$ cat src/rtl/joycon_pkg.sv
// Shared types and constants for the Joy-Con to SNES controller bridge.
`timescale 1ns/1ps

package joycon_pkg;

  typedef enum logic [1:0] {
    StIdle,
    StLatch,
    StShift,
    StDone
  } pad_state_e;

  localparam int unsigned SNES_FRAME_BITS = 16;
  localparam int unsigned NUM_KEYS        = 12;

  localparam int unsigned KEY_B      = 0;
  localparam int unsigned KEY_Y      = 1;
  localparam int unsigned KEY_SELECT = 2;
  localparam int unsigned KEY_START  = 3;
  localparam int unsigned KEY_UP     = 4;
  localparam int unsigned KEY_DOWN   = 5;
  localparam int unsigned KEY_LEFT   = 6;
  localparam int unsigned KEY_RIGHT  = 7;
  localparam int unsigned KEY_A      = 8;
  localparam int unsigned KEY_X      = 9;
  localparam int unsigned KEY_L      = 10;
  localparam int unsigned KEY_R      = 11;

  // Console sees active-low buttons; the four trailing ID bits always read released.
  function automatic logic [SNES_FRAME_BITS-1:0] frame_word(input logic [NUM_KEYS-1:0] keys,
                                                            input logic connected);
    frame_word = {4'b1111, connected ? ~keys : {NUM_KEYS{1'b1}}};
  endfunction

endpackage

$ cat src/rtl/joycon_sync_edge.sv
// Two-flop synchronizer for one console input followed by a rise/fall edge detector.
`timescale 1ns/1ps

module joycon_sync_edge (
  input  logic clk_i,
  input  logic rst_i,
  input  logic async_i,
  output logic rise_o,
  output logic fall_o
);

  logic meta_q, sync_q, prev_q;

  always_ff @(posedge clk_i) begin
    if (rst_i) begin
      meta_q <= 1'b0;
      sync_q <= 1'b0;
      prev_q <= 1'b0;
    end else begin
      meta_q <= async_i;
      sync_q <= meta_q;
      prev_q <= sync_q;
    end
  end

  assign rise_o = sync_q & ~prev_q;
  assign fall_o = ~sync_q & prev_q;

endmodule

$ cat src/rtl/joycon_snes_pad.sv
// Presents a Joy-Con button vector as an SNES serial pad to an asynchronous console.
// Optional turbo masking is enabled by defining JOYCON_SNES_TURBO_EN.
`timescale 1ns/1ps

module joycon_snes_pad
  import joycon_pkg::*;
#(
  parameter int unsigned CLK_FREQ_HZ = 50_000_000,
  parameter int unsigned TIMEOUT_US  = 1000
) (
  input  logic                clk,
  input  logic                rst,
  input  logic [NUM_KEYS-1:0] keys_in,
`ifdef JOYCON_SNES_TURBO_EN
  input  logic [NUM_KEYS-1:0] turbo_mask,
`endif
  input  logic                pad_connected,
  input  logic                pad_latch,
  input  logic                pad_clk,
  output logic                pad_data,
  output logic                frame_done
);

  localparam int unsigned TimeoutCycles = TIMEOUT_US * (CLK_FREQ_HZ / 1_000_000);
  localparam int unsigned TmoW          = $clog2(TimeoutCycles + 1);
  localparam int unsigned CntW          = $clog2(SNES_FRAME_BITS + 1);

  logic latch_rise, latch_fall;
  logic clk_rise, clk_fall;

  joycon_sync_edge u_latch_sync (
    .clk_i  (clk),
    .rst_i  (rst),
    .async_i(pad_latch),
    .rise_o (latch_rise),
    .fall_o (latch_fall)
  );

  joycon_sync_edge u_clk_sync (
    .clk_i  (clk),
    .rst_i  (rst),
    .async_i(pad_clk),
    .rise_o (clk_rise),
    .fall_o (clk_fall)
  );

  logic [NUM_KEYS-1:0]        keys_eff;
  logic [SNES_FRAME_BITS-1:0] load_word;

`ifdef JOYCON_SNES_TURBO_EN
  logic turbo_q;

  always_ff @(posedge clk) begin
    if (rst) begin
      turbo_q <= 1'b0;
    end else if (frame_done) begin
      turbo_q <= ~turbo_q;
    end
  end

  // On the off phase, turbo-enabled keys read as released.
  always_comb begin
    keys_eff = keys_in & ~(turbo_q ? turbo_mask : {NUM_KEYS{1'b0}});
  end
`else
  always_comb begin
    keys_eff = keys_in;
  end
`endif

  always_comb begin
    load_word = frame_word(keys_eff, pad_connected);
  end

  pad_state_e                 state_q;
  logic [SNES_FRAME_BITS-1:0] shift_q;
  logic [CntW-1:0]            cnt_q;
  logic [TmoW-1:0]            tmo_q;

  always_ff @(posedge clk) begin
    if (rst) begin
      state_q    <= StIdle;
      shift_q    <= {SNES_FRAME_BITS{1'b1}};
      cnt_q      <= '0;
      tmo_q      <= '0;
      pad_data   <= 1'b1;
      frame_done <= 1'b0;
    end else begin
      frame_done <= 1'b0;
      // A new latch wins over everything, including a coincident clock edge.
      if (latch_rise) begin
        state_q  <= StLatch;
        shift_q  <= load_word;
        cnt_q    <= '0;
        tmo_q    <= '0;
        pad_data <= load_word[0];
      end else begin
        unique case (state_q)
          StIdle: begin
            pad_data <= 1'b1;
          end
          StLatch: begin
            if (latch_fall) begin
              state_q  <= StShift;
              cnt_q    <= '0;
              tmo_q    <= '0;
              pad_data <= shift_q[0];
            end else begin
              shift_q  <= load_word;
              pad_data <= load_word[0];
            end
          end
          StShift: begin
            if (clk_rise) begin
              shift_q <= {1'b0, shift_q[SNES_FRAME_BITS-1:1]};
              cnt_q   <= cnt_q + 1'b1;
              tmo_q   <= '0;
              if (cnt_q == CntW'(SNES_FRAME_BITS - 1)) begin
                state_q    <= StDone;
                frame_done <= 1'b1;
                pad_data   <= 1'b0;
              end else begin
                pad_data <= shift_q[1];
              end
            end else if (clk_fall) begin
              tmo_q <= '0;
            end else if (tmo_q == TmoW'(TimeoutCycles - 1)) begin
              state_q  <= StIdle;
              tmo_q    <= '0;
              pad_data <= 1'b1;
            end else begin
              tmo_q <= tmo_q + 1'b1;
            end
          end
          StDone: begin
            pad_data <= 1'b0;
          end
          default: begin
            state_q  <= StIdle;
            pad_data <= 1'b1;
          end
        endcase
      end
    end
  end

endmodule

$ cat config.mk
export PLATFORM = sky130hd
export DESIGN_NAME = joycon_snes_pad
export DESIGN_NICKNAME = d
export VERILOG_FILES = /design/src/rtl/joycon_pkg.sv /design/src/rtl/joycon_sync_edge.sv /design/src/rtl/joycon_snes_pad.sv
export SDC_FILE = /design/constraint.sdc
export NUM_CORES = 1
export LEC_CHECK = 0
export ABC_AREA = 1
export BUFFER_PORTS_ARGS = -buffer_cell sky130_fd_sc_hd__buf_2
export CORE_ASPECT_RATIO = 0.7
export CORE_UTILIZATION = 50
export CTS_CLUSTER_DIAMETER = 120
export DETAILED_ROUTE_END_ITERATION = 16
export PLACE_DENSITY = 0.8
export SETUP_SLACK_MARGIN = 0.5
export SKIP_CTS_REPAIR_TIMING = 1
export SYNTH_ARGS = -nofsm -noshare
export SYNTH_HDL_FRONTEND = slang
export SYNTH_HIERARCHICAL = 1
export SYNTH_SLANG_ARGS = --single-unit
$ cat constraint.sdc
create_clock -name clk -period 1.8 [get_ports clk]
set_input_delay 0 -clock clk [delete_from_list [all_inputs] [get_ports clk]]
set_output_delay 0 -clock clk [all_outputs]
set_load 0.005 [all_outputs]
==> summary.md <==
| Metric | Value |
|---|---|
| Outcome | complete, no violations |
| Worst-path fanout max | 6 |
| Nets | 423 |
| Mux cell area share after synthesis | 0% |
| Area Growth Syn to Fin | 33.9% |
| Commonest non-fill, non-tap cells in the layout | nand2_1 (74), inv_1 (44), dfxtp_1 (43) |
| Final period utilization | 92.3% |
| Die H | 60.4 um |
| Crit path kind | flop to flop |
| Simple-gate area share of the yosys netlist | 33.5% |
| Worst Clk Skew | 0.0134 ns |
| Compound-gate portion of the synthesized area | 13.0% |
| Final HPWL DP | 3820 um |
| Post-route ant nets | 0 |
| Die ar. | 0.00517 mm^2 |
| Crit path DAT | 1.86 ns |
| DR WL/cell | 15.5 um |
| Final Power | 2.08 mW |
| Xor and xnor area share after synthesis | 0.718% |
| Pwr per Cell Area | 637 mW/mm^2 |
| Placed cells | 426 |
| Cells after Synth | 358 |
| Vias in the first global route | 1866 |
| Post-synthesis adder-cell area fraction | 3.08% |
| Final hold violation count | 0 |
| Post-synth EDFFs | 0 |
| Initial Util | 54.2% |
| Avg Vias per Cell | 5.64 |
| Core Footprint | 0.00450 mm^2 |
| DP Worst Slack | 0.112 ns |
| Tightest Pin Transition | 0.430 ns |
| DRC viols | 0 |
| CP Launch Type | flop |
| Iteration-0 DRC Markers | 231 |
| Synth Cell Area | 0.00244 mm^2 |
| Sequential-to-total area share from yosys stat | 38.6% |
| Yosys cell types | 34 |
| P_leak | 1.42 nW |
| CP Data Required Time | 2.00 ns |
| Hold path start | keys_in[0] |
| Mapped Avg Cell Area | 6.82 um^2 |
| Total GRT Usage | 21.4% |
| Hold Crit Class | input port to flop |
| Most common cell after layout, fill and taps aside | nand2_1 |
| Skew-Pair Late Insertion Delay | 0.31 ns |
| Final Setup Violations | 0 |
| Final GP Congestion | 0.880 |
| Pre-antenna DRT Iters | 6 |
| Fraction of registers with async set/reset | 0% |
| Slew headroom | 71.4% |
| Port buffer count | 18 |
| Max Buffers Root-to-Sink | 2 |
| CTS clk-pin slew, worst paths | 0.09 ns |
| Worst setup startpoint | state_q[0] |
| Drt total wl | 7080 um |
| Die width | 85.5 um |
| CP Capture Type | flop |
| Post-Layout Cell Count | 456 |
| Syn nets | 381 |
| Largest family of logic cells by synthesized area | simple AND/OR/NAND/NOR gates |
| Row count | 20 |
| Share of cells above drive strength 1 | 31.7% |
| TritonCTS Buffers | 5 |
| # fillers | 323 |
| Post-route minimum period | 1.66 ns |
| Max-slew violations | 0 |
| Clk sinks | 47 |
| RSZ-0062 raised after global routing | true |
| Setup TNS | 0 ns |
| CTS H-tree lvls | 2 |
| Final worst-path setup slack | 0.139 ns |
| First-pass GRT wire length | 8540 um |
| Fmax achieved | 0.602 GHz |
| Max cap viols | 0 |
| IO Pins | 19 |
| N_diodes | 0 |
| Antenna violations before repair | 0 |
| Clk root buf | clkbuf_8 |
| Syn. warnings | 6 |
| Largest net degree at the start of global routing | 23 |
| GRT overflow | 0 |
| Synth Flop Type | dfxtp_1 |
| CTS tree | yes |
| FF-to-FF Start | state_q[0] |
| Seq cells post-synth | 47 |
| Worst vdd ir | 0.433 mV |
| Routed vias | 2570 |
==> layout make-up <==
| cell class | instances | area (um^2) | area share (%) |
|---|---|---|---|
| Inverter | 56 | 238 | 7.27 |
| Timing Repair Buffer | 44 | 378 | 11.6 |
| Clock inverter | 2 | 12.5 | 0.383 |
| Clock buffer | 6 | 72.6 | 2.22 |
| Multi-Input combinational cell | 246 | 1540 | 47.2 |
| Tap cell | 55 | 68.8 | 2.11 |
| Sequential cell | 47 | 956 | 29.2 |
==> Yosys cell counts, types with 2 or more instances <==
cell,count,area [um^2]
xor2_1,2,17.5
nor3_2,3,30.0
nor2_4,3,33.8
clkbuf_1,3,11.3
ha_1,6,75.1
buf_6,3,33.8
dfxtp_1,47,941
a21oi_1,18,90.1
a21oi_2,4,35.0
nand4_1,4,25.0
o21ai_0,22,110
inv_2,2,7.51
nand2_1,82,308
o21ai_1,4,20.0
nor3_1,8,40.0
inv_1,53,199
nand2_2,6,37.5
nor2_2,3,18.8
buf_2,2,10.0
nand3_2,2,20.0
nor2_1,44,165
nand3_1,23,115
o211ai_1,3,22.5
==> worst paths after layout <==
kind         cells after the start           endpoint  slack, ns
max                             11          tmo_q[15]       0.14
min                              4           pad_data       0.05
max reg2reg                     11          tmo_q[15]       0.14
min reg2reg                      2  u_clk_sync/sync_q       0.41
==> where the power goes <==
group	total [mW]	internal, mW	switching (mW)
Sequential	1.10	1.08	0.0256
Clock	0.628	0.272	0.356
Combinational	0.349	0.148	0.201
Total	2.08	1.50	0.583
==> worst max-delay path, cell delays in order, from the launching register on <==
cell and delay, ns:
dfxtp_4 0.38, inv_4 0.06, ha_4 0.16, inv_4 0.06, o21ai_4 0.22, buf_12 0.15
buf_6 0.09, nand3_4 0.07, nor2_4 0.16, nand3_2 0.08, nand3_2 0.08, nor2_2 0.05
==> state kept, by name, indices dropped and copies added, names as in the netlist <==
name                 count
u_latch_sync/prev_q      1
u_latch_sync/sync_q      1
u_latch_sync/meta_q      1
u_clk_sync/sync_q        1
state_q                  2
u_clk_sync/prev_q        1
shift_q                 16
pad_data                 1
frame_done               1
u_clk_sync/meta_q        1
cnt_q                    5
tmo_q                   16
==> per-stage QoR <==
step	hold slack (ns)	area, um^2	utilization, %
after global placement	0.201	2670	59.2
after global routing	0.0696	3270	72.6
final	0.0465	3270	72.6
after CTS	-0.0999	2750	61.1
after floorplan	0.0712	2520	-
after detailed placement	0.218	2670	59.2
==> logic make-up (layout without fill, tap and decap cells) <==
logic type,after synthesis,after routing
AO/OA/AOI/OAI,56,56
XOR/XNOR,2,2
adder cells (fa/ha/maj),6,6
buffers and inverters,65,108
flip-flops,47,47
AND/OR/NAND/NOR,182,182
==> metal layers <==
metal	GRT usage (%)	wire length (um)	part of all wire, %
met1	31.6	3090	44
met2	31.2	3280	46
met3	4.49	469	6.6
met4	7.38	238	3.4
met5	0	0	0
No activity file was read; power rests on OpenSTA's default activity.
